### config.mk
export PLATFORM = sky130hd
export DESIGN_NAME = fp_rf_sequencer
export DESIGN_NICKNAME = d
export VERILOG_FILES = /design/src/rtl/fp_seq_pkg.sv /design/src/rtl/fp_flag_accum.sv /design/src/rtl/fp_rf_sequencer.sv
export SDC_FILE = /design/constraint.sdc
export NUM_CORES = 1
export LEC_CHECK = 0
export BUFFER_PORTS_ARGS = -buffer_cell sky130_fd_sc_hd__buf_2
export CAP_MARGIN = 15
export CORE_MARGIN = 2
export CORE_UTILIZATION = 40
export DETAILED_ROUTE_END_ITERATION = 10
export GPL_ROUTABILITY_DRIVEN = 0
export GPL_TIMING_DRIVEN = 0
export MAX_ROUTING_LAYER = met4
export PLACE_DENSITY_LB_ADDON = 0.2
export SLEW_MARGIN = 15
export SYNTH_ARGS = -nofsm -noshare
export SYNTH_HDL_FRONTEND = slang
export SYNTH_SLANG_ARGS = --single-unit
### constraint.sdc
create_clock -name clk -period 1.68 [get_ports clk]
set_clock_uncertainty 0.05 [all_clocks]
set_input_delay 0.168 -clock clk [delete_from_list [all_inputs] [get_ports clk]]
set_output_delay 0.168 -clock clk [all_outputs]
set_load 0.1 [all_outputs]
### src/rtl/fp_seq_pkg.sv
// Shared types and constants for the FP register-file sequencer.
package fp_seq_pkg;

    localparam int FLAGS_W = 5;

    // Bit positions of the accrued exception flags, NV in the MSB
    localparam int FLAG_NV = 4;
    localparam int FLAG_DZ = 3;
    localparam int FLAG_OF = 2;
    localparam int FLAG_UF = 1;
    localparam int FLAG_NX = 0;

    typedef enum logic [2:0] {
        IDLE  = 3'd0,
        READ  = 3'd1,
        EXEC  = 3'd2,
        WB    = 3'd3,
        STORE = 3'd4
    } seq_state_t;

    typedef enum logic [1:0] {
        KIND_ARITH = 2'd0,
        KIND_LOAD  = 2'd1,
        KIND_STORE = 2'd2,
        KIND_RSVD  = 2'd3
    } req_kind_t;

endpackage

### src/rtl/fp_flag_accum.sv
// Sticky accrued-exception register; a clear in the same cycle as a new set
// keeps only the new flags.
module fp_flag_accum
    import fp_seq_pkg::*;
(
    input  logic               clk,
    input  logic               n_rst,
    input  logic               clear,
    input  logic               set_en,
    input  logic [FLAGS_W-1:0] set_flags,
    output logic [FLAGS_W-1:0] flags
);

    always_ff @(posedge clk) begin
        if (!n_rst) begin
            flags <= '0;
        end else if (clear) begin
            flags <= set_en ? set_flags : '0;
        end else if (set_en) begin
            flags <= flags | set_flags;
        end
    end

endmodule

### src/rtl/fp_rf_sequencer.sv
// Sequences ARITH / LOAD / STORE requests between the request port, the FP
// register file and an external FPU with a bounded wait for completion.
module fp_rf_sequencer
    import fp_seq_pkg::*;
#(
    parameter int TIMEOUT = 64
) (
    input  logic        clk,
    input  logic        n_rst,
    input  logic        req_valid,
    output logic        req_ready,
    input  logic [1:0]  req_kind,
    input  logic [4:0]  req_op,
    input  logic [4:0]  req_rs1,
    input  logic [4:0]  req_rs2,
    input  logic [4:0]  req_rd,
    input  logic [2:0]  req_frm,
    input  logic [31:0] req_load_data,
    output logic [4:0]  f_rs1,
    output logic [4:0]  f_rs2,
    input  logic [31:0] f_rs1_data,
    input  logic [31:0] f_rs2_data,
    output logic [4:0]  f_rd,
    output logic [31:0] f_w_data,
    output logic        f_LW,
    output logic        f_SW,
    output logic        f_ready,
    output logic [2:0]  f_frm_in,
    output logic        fpu_start,
    output logic [4:0]  fpu_op,
    output logic [31:0] fpu_a,
    output logic [31:0] fpu_b,
    output logic [2:0]  fpu_frm,
    input  logic        fpu_done,
    input  logic [31:0] fpu_result,
    input  logic [4:0]  fpu_flags,
    output logic [4:0]  flags,
    input  logic        flags_clear,
    output logic        store_valid,
    output logic [31:0] store_data,
    output logic        timeout_err
);

    localparam int CNT_W = $clog2(TIMEOUT + 1);

    seq_state_t         state;
    seq_state_t         state_nxt;
    req_kind_t          req_kind_e;
    req_kind_t          kind_q;
    logic [4:0]         op_q;
    logic [4:0]         rs1_q;
    logic [4:0]         rs2_q;
    logic [4:0]         rd_q;
    logic [2:0]         frm_q;
    logic [31:0]        load_data_q;
    logic [31:0]        opa_q;
    logic [31:0]        opb_q;
    logic [31:0]        result_q;
    logic [FLAGS_W-1:0] fpu_flags_q;
    logic               start_q;
    logic               timeout_q;
    logic               rst_done_q;
    logic [CNT_W-1:0]   wait_cnt;
    logic               accept;
    logic               exec_timeout;
    logic               arith_wb;

    assign req_kind_e   = req_kind_t'(req_kind);
    // rst_done_q keeps the block from accepting on the cycle reset is released
    assign accept       = (state == IDLE) && rst_done_q && req_valid;
    // A done in the last allowed EXEC cycle wins over the timeout
    assign exec_timeout = (state == EXEC) && !fpu_done
                          && (wait_cnt == CNT_W'(TIMEOUT - 1));
    assign arith_wb     = (state == WB) && (kind_q == KIND_ARITH);

    always_ff @(posedge clk) begin
        if (!n_rst) begin
            state <= IDLE;
        end else begin
            state <= state_nxt;
        end
    end

    always_comb begin
        state_nxt   = state;
        req_ready   = 1'b0;
        f_rd        = '0;
        f_w_data    = '0;
        f_LW        = 1'b0;
        f_SW        = 1'b0;
        f_ready     = 1'b0;
        store_valid = 1'b0;
        store_data  = '0;
        unique case (state)
            IDLE: begin
                req_ready = rst_done_q;
                if (accept) begin
                    if (req_kind_e == KIND_LOAD) begin
                        state_nxt = WB;
                    end else if (req_kind_e == KIND_ARITH || req_kind_e == KIND_STORE) begin
                        state_nxt = READ;
                    end
                end
            end
            READ: begin
                state_nxt = (kind_q == KIND_STORE) ? STORE : EXEC;
            end
            EXEC: begin
                if (fpu_done) begin
                    state_nxt = WB;
                end else if (exec_timeout) begin
                    state_nxt = IDLE;
                end
            end
            WB: begin
                state_nxt = IDLE;
                f_rd      = rd_q;
                f_ready   = (kind_q == KIND_ARITH);
                f_LW      = (kind_q == KIND_LOAD);
                f_w_data  = (kind_q == KIND_LOAD) ? load_data_q : result_q;
            end
            STORE: begin
                state_nxt   = IDLE;
                f_SW        = 1'b1;
                store_valid = 1'b1;
                store_data  = opb_q;
            end
            default: begin
                state_nxt = IDLE;
            end
        endcase
    end

    always_ff @(posedge clk) begin
        if (!n_rst) begin
            kind_q      <= KIND_ARITH;
            op_q        <= '0;
            rs1_q       <= '0;
            rs2_q       <= '0;
            rd_q        <= '0;
            frm_q       <= '0;
            load_data_q <= '0;
            opa_q       <= '0;
            opb_q       <= '0;
            result_q    <= '0;
            fpu_flags_q <= '0;
            start_q     <= 1'b0;
            timeout_q   <= 1'b0;
            rst_done_q  <= 1'b0;
            wait_cnt    <= '0;
        end else begin
            rst_done_q <= 1'b1;
            if (accept) begin
                kind_q      <= req_kind_e;
                op_q        <= req_op;
                rs1_q       <= req_rs1;
                rs2_q       <= req_rs2;
                rd_q        <= req_rd;
                frm_q       <= req_frm;
                load_data_q <= req_load_data;
            end
            if (state == READ) begin
                opa_q <= f_rs1_data;
                opb_q <= f_rs2_data;
            end
            start_q   <= (state == READ) && (kind_q == KIND_ARITH);
            wait_cnt  <= (state == EXEC) ? wait_cnt + 1'b1 : '0;
            timeout_q <= exec_timeout;
            if ((state == EXEC) && fpu_done) begin
                result_q    <= fpu_result;
                fpu_flags_q <= fpu_flags;
            end
        end
    end

    assign f_rs1       = rs1_q;
    assign f_rs2       = rs2_q;
    assign f_frm_in    = frm_q;
    assign fpu_op      = op_q;
    assign fpu_frm     = frm_q;
    assign fpu_a       = opa_q;
    assign fpu_b       = opb_q;
    assign fpu_start   = start_q;
    assign timeout_err = timeout_q;

    fp_flag_accum u_flag_accum (
        .clk       (clk),
        .n_rst     (n_rst),
        .clear     (flags_clear),
        .set_en    (arith_wb),
        .set_flags (fpu_flags_q),
        .flags     (flags)
    );

endmodule

* Word level (Yosys, flattened, before mapping) *
Index checks and enable logic that the tools add are counted.

storage, ports and cells
  register bits after elaboration = 176
  RAM bits = 0
  bits of input ports = 163
  output and inout bits = 166
  memories kept = 0
  bits in latches = 0
  ROM bits = 0
  word-level logic and storage cells = 65

operators by class
  bitwise operators = 1
  order comparisons = 0
  mux-type cells = 19
  div/mod/pow operators = 0
  shift operators = 0
  eq/ne operators = 12
  multipliers = 0
  reduce and logical (&&, ||, !) cells = 15
  $add $sub $neg = 1

operators with widths
  operator                                                                  number
  32-bit two-way mux                                                        3
  5-bit two-way mux                                                         4
  3-bit two-way mux                                                         6
  3-bit one-hot mux with 3 select lines                                     1
  7-bit by 1-bit adder with 7-bit output (second input constant)            1
  7-bit by 6-bit == test with 1-bit output (second input constant)          1
  1-bit logical AND                                                         7
  3-bit by 2-bit == test with 1-bit output (second input constant)          2
  1-bit two-way mux                                                         5
  5-bit bitwise OR                                                          1
  2-bit by 1-bit == test with 1-bit output (second input constant)          2
  2-bit == test (second input constant)                                     2
  2-bit logical NOT                                                         2
  3-bit by 1-bit == test with 1-bit output (second input constant)          1
  3-bit == test (second input constant)                                     1
  3-bit logical NOT                                                         1
  3-bit by 1-bit inequality test with 1-bit output (second input constant)  1
  3-bit inequality test (second input constant)                             1
  3-bit AND reduction                                                       1
  2-bit inequality test (second input constant)                             1
  2-bit AND reduction                                                       1
  2-bit nonzero test                                                        1
  1-bit logical NOT                                                         1
  1-bit logical OR                                                          1

* Depth between registers and ports, before layout *
  word-level depth = 6
  depth in mapped cells = 6
  mapped depth without buffers = 4

* Hierarchy *
Synthesis repeated with hierarchy kept, for this count alone.

unflattened totals
  cells, all modules = 940
  area total of the unflattened synthesis = 7088.0 µm²

modules (own cells, without submodules)
  module           cells an instance  instances  sequential area each (µm²)  area an instance (µm²)
  fp_rf_sequencer  920                1          3423.3                      6900.4
  fp_flag_accum    20                 1          100.1                       187.7

* Least setup slack after synthesis *
No wires, ideal clock.

  kind = register to output
  start point = register state[1]
  end point = output f_ready
  path buffers = 1
  path slack = -1.272 ns
  required time = 1.462 ns
  cell stages (with the launch flop) = 4
  arrival = 2.734 ns
  cell sequence = dfxtp_1 -> buf_4 -> nand3b_1 -> nor3_1

on the way
  longest elaborated chain between the ends = 2

ends and longest elaborated chain
  item                                      RTL line               RTL
  from (decl)                               fp_rf_sequencer.sv:46  seq_state_t state;
  from (signal assigned)                    fp_rf_sequencer.sv:80  state <= state_nxt;
  3-bit by 2-bit == test with 1-bit output  fp_rf_sequencer.sv:94  unique case (state)
  1-bit two-way mux                         fp_rf_sequencer.sv:94
  to (decl)                                 fp_rf_sequencer.sv:27  output logic f_ready,

No other way between the ends.

* Final worst setup path *
  start point = register kind_q[0]
  end point = output f_w_data[30]

on the way
  longest elaborated chain between the ends = 3

ends and longest elaborated chain
  item                                      RTL line                RTL
  from (decl)                               fp_rf_sequencer.sv:49   req_kind_t kind_q;
  from (signal assigned)                    fp_rf_sequencer.sv:154  kind_q <= req_kind_e;
  2-bit by 1-bit == test with 1-bit output  fp_rf_sequencer.sv:120  f_w_data = (kind_q == KIND_LOAD) ? load_data_q : result_q;
  32-bit two-way mux                        fp_rf_sequencer.sv:120
  32-bit two-way mux                        fp_rf_sequencer.sv:94
  to (decl)                                 fp_rf_sequencer.sv:24   output logic [31:0] f_w_data,

No other way between the ends.

==> Flow_metrics.wiki <==
{| class="wikitable"
! Metric !! Value
|-
| Run status || finished, violations left
|-
| Violations in the final reports || negative setup slack
|-
| Distinct cells, synth || 34
|-
| Synth warn || 0
|-
| Clock net sink count || 176
|-
| Clock Pin Slew Worst Setup and Hold Paths || 0.07 ns
|-
| Number of design rule violations left after detail routing || 0
|-
| Worst EP required || 1.46 ns
|-
| Max Fanout on Critical Path || 8
|-
| Via count || 9501
|-
| Worst IR drop on VDD || 0.798 mV
|-
| TritonCTS clock tree || yes
|-
| Sequential cell area fraction in the yosys report || 49.2%
|-
| Count of mapped cells out of synthesis || 936
|-
| Top cell type by total area after synthesis || sky130_fd_sc_hd__dfxtp_1
|-
| Fraction of the core area covered by cells at the end of the flow || 83.0%
|-
| Startpoint of the most critical hold path || req_rd[0]
|-
| Antenna violations before repair || 3
|-
| Worst r2r dst || f_rs2[4]$_SDFFE_PN0P_
|-
| Clock latency on the worst-skew pair || 0.44 ns
|-
| Post-Synthesis Mean Instance Area || 7.65 um2
|-
| Critical Path End Type || output port
|-
| Worst path arrival time || 1.78 ns
|-
| Overall die width || 138 um
|-
| Origin of the critical flop-to-flop path || state[2]$_SDFFE_PN0P_
|-
| Bufs on Longest Clock Path || 2
|-
| Clock root cell || sky130_fd_sc_hd__clkbuf_16
|-
| Proportion of power drawn by the clock network || 34.1%
|-
| Die Ht || 138 um
|-
| Total routing resource utilization after global routing || 32.3%
|-
| Final setup violation count || 140
|-
| Depth of the CTS H-tree || 4
|-
| Detailed Route WL || 35300 um
|-
| Buffers on Ports || 328
|-
| Count of antenna-violating nets left after detailed routing || 0
|-
| Startpoint kind of the worst setup timing path || register
|-
| Via count of the first global-routing pass || 9006
|-
| Endpoint of the worst setup timing path || f_w_data[30]
|-
| Proportion of layout cells with a drive suffix above 1 || 45.9%
|-
| First-pass GRT wire length || 46000 um
|-
| FF+latch count, synth || 176
|-
| Leak pwr || 0.00583 uW
|-
| NetSw || 4300 uW
|-
| R2r setup slk || -0.17 ns
|-
| Ys async rst share || 0%
|-
| Final hold viol count || 0
|-
| Cell types occupying the most area after synthesis || sky130_fd_sc_hd__dfxtp_1 49%, sky130_fd_sc_hd__nand2_1 14%, sky130_fd_sc_hd__a21oi_1 13%
|-
| R2R depth || 7
|-
| Number of optimization iterations in the first detailed-route pass || 6
|-
| MaxCap Viol Count || 0
|-
| Overflow left after global routing || 0
|-
| Net count reported at finish || 1649
|-
| Count of flip-flops with a built-in enable after synthesis || 0
|-
| Number of design-rule violations left by the first detailed-router iteration || 633
|-
| Total nets after synthesis || 1100
|-
| Remaining max-slew budget at the tightest pin || 44.0%
|-
| Row Count || 48
|-
| Sw Ratio || 35.3%
|-
| Least-Margin Pin Slew || 0.840 ns
|-
| Min cycle time layout || 1.99 ns
|-
| I/O pin cnt || 329
|-
| Post-Syn Area || 7160 um2
|-
| Max Transition Viols Final || 0
|-
| Final worst-path setup slack || -0.314 ns
|-
| Part of the power in combinational logic || 28.4%
|-
| Maximum clock frequency || 502 MHz
|-
| Hold/Removal Path Class || in -> reg
|-
| Floorplan die area || 19000 um2
|-
| Area growth from synthesis to final layout || 102%
|-
| Starting density of the core || 41.1%
|-
| TritonCTS Buffers || 17
|-
| Top_reg_cell synth || sky130_fd_sc_hd__dfxtp_1
|-
| Unrepaired setup endpoints after global routing || true
|-
| Final period utilization || 119%
|-
| Internal || 7890 uW
|-
| Cell Pwr Density || 843 nW/um2
|-
| Placed Cells incl. Taps || 1489
|-
| Relative contribution of sequential cells to total power || 37.6%
|-
| Largest net degree at the start of global routing || 17
|-
| Worst setup startpoint || kind_q[0]$_SDFFE_PN0P_
|-
| Placeable core region || 17400 um2
|-
| Non-filler cells in the finished layout || 1727
|-
| Via-per-instance ratio || 5.50
|-
| Top cell type's share of synthesized area || 49.2%
|-
| DP HPWL || 17500 um
|-
| Worst Path Class, Setup || reg -> out
|-
| DR WL/cell || 20.4 um
|}
## synth_stat cells (2+ instances only)
cell type                  count
sky130_fd_sc_hd__buf_6         9
sky130_fd_sc_hd__xor2_1        2
sky130_fd_sc_hd__nor3_1        3
sky130_fd_sc_hd__buf_2        24
sky130_fd_sc_hd__o21ai_1      20
sky130_fd_sc_hd__nand3b_1      2
sky130_fd_sc_hd__nor3b_2       2
sky130_fd_sc_hd__nor2_1       13
sky130_fd_sc_hd__and2_1       39
sky130_fd_sc_hd__clkbuf_1     43
sky130_fd_sc_hd__nand3_1      61
sky130_fd_sc_hd__nor4_1        2
sky130_fd_sc_hd__o21ai_0      41
sky130_fd_sc_hd__nand2_1     270
sky130_fd_sc_hd__a21oi_1     193
sky130_fd_sc_hd__or3_1         2
sky130_fd_sc_hd__inv_1         4
sky130_fd_sc_hd__dfxtp_1     176
sky130_fd_sc_hd__buf_4        11
sky130_fd_sc_hd__a32oi_1       5
## what timing repair did
item | 4_1_cts | 5_1_grt
hold endpoints to repair | 158 | 0
cloned | 6 | 11
buffers inserted | 19 | 13
hold buffers | 158 | 0
pin swaps | 18 | 121
setup endpoints to repair | 75 | 219
gates resized for setup | 385 | 224
## state kept, by name (all words and copies together), names as in the netlist, 5 cells and up
register and flops:
f_rs2 5, fpu_a 32, rd_q 5, result_q 32, load_data_q 32, fpu_b 32
u_flag_accum.flags 5, wait_cnt 7, fpu_op 5, fpu_flags_q 5, f_rs1 5
## through the flow
| stage | hold WS [ns] | power, uW | worst slack, ns | instance area [um2] | TNS (ns) |
|---|---|---|---|---|---|
| final | 0.0344 | 12200 | -0.314 | 14400 | -22.46 |
| after global routing | 0.0397 | 12500 | -0.373 | 14400 | -30.12 |
| after CTS | 0.0282 | 11500 | -0.314 | 13300 | -21.91 |
| after detailed placement | 0.270 | 7070 | -0.544 | 9590 | -37.47 |
| after global placement | 0.270 | 7050 | -0.544 | 9590 | -36.10 |
| after floorplan | 0.146 | 6440 | -0.243 | 7660 | -7.83 |
## worst min path at each step
stage	slack [ns]	cells after the start	endpoint
3_3_place_gp	0.27	1	rst_done_q$_DFF_P_
5_1_grt	0.04	3	state[0]$_SDFFE_PN0P_
6_report	0.03	3	rd_q[0]$_SDFFE_PN0P_
3_5_place_dp	0.27	1	rst_done_q$_DFF_P_
2_1_floorplan	0.15	0	rst_done_q$_DFF_P_
4_1_cts	0.03	3	rd_q[0]$_SDFFE_PN0P_
## per-layer routing
layer,vias to the layer above,track usage [%],wire length [um]
li1,4241,-,-
met1,4509,36.8,12900
met2,594,53.2,17700
met3,157,8.35,3000
met4,0,15.1,1660
met5,-,-,0
## cells in the final DEF (no fill, tap or decap), drive strengths merged, types with 3 or more instances in the layout
master and count:
dfxtp 176, nand2 270, or3 3, diode 4
and2 39, a21oi 193, clkbuf 73, inv 10
buf 406, a32oi 5, dlygate4sd3 158, clkinv 4
nand3 61, nor2 13, nor3 4, o21ai 61
## power by group through the flow
stage	clock network, uW	registers [uW]	logic [uW]
after floorplan	0	5590	847
after global placement	0	4620	2430
after detailed placement	0	4620	2440
after CTS	4120	4530	2890
after global routing	4330	4600	3600
final	4150	4580	3450
## cell families (layout without fill, tap and decap cells)
| logic type | Yosys count | after routing | synth area share (%) |
|---|---|---|---|
| AND/OR/NAND/NOR | 403 | 403 | 24.9 |
| AO/OA/AOI/OAI | 261 | 261 | 18.6 |
| flip-flops | 176 | 176 | 49.2 |
| buffers and inverters | 92 | 654 | 6.76 |
| XOR/XNOR | 3 | 3 | 0.367 |
| adder cells (fa/ha/maj) | 1 | 1 | 0.175 |
| other | 0 | 4 | 0 |
## final cells by class
cell class / count / area, um2
Timing Repair Buffer: 535 / 5030
Multi-Input combinational cell: 668 / 4180
Sequential cell: 176 / 3570
Fill cell: 894 / 2970
Buffer: 82 / 753
Clock buffer: 20 / 457
Tap cell: 225 / 282
Clock inverter: 12 / 148
Inverter: 5 / 18.8
Antenna cell: 4 / 10.0
## worst max-delay path, cell delays in order, from the launching register on
cell and delay, ns:
sky130_fd_sc_hd__dfxtp_4 0.37, sky130_fd_sc_hd__nor2b_4 0.17, sky130_fd_sc_hd__buf_12 0.16, sky130_fd_sc_hd__buf_8 0.12, sky130_fd_sc_hd__nand2_1 0.09, sky130_fd_sc_hd__a21oi_4 0.22
sky130_fd_sc_hd__buf_12 0.20
Power figures use the tool's default switching activity.
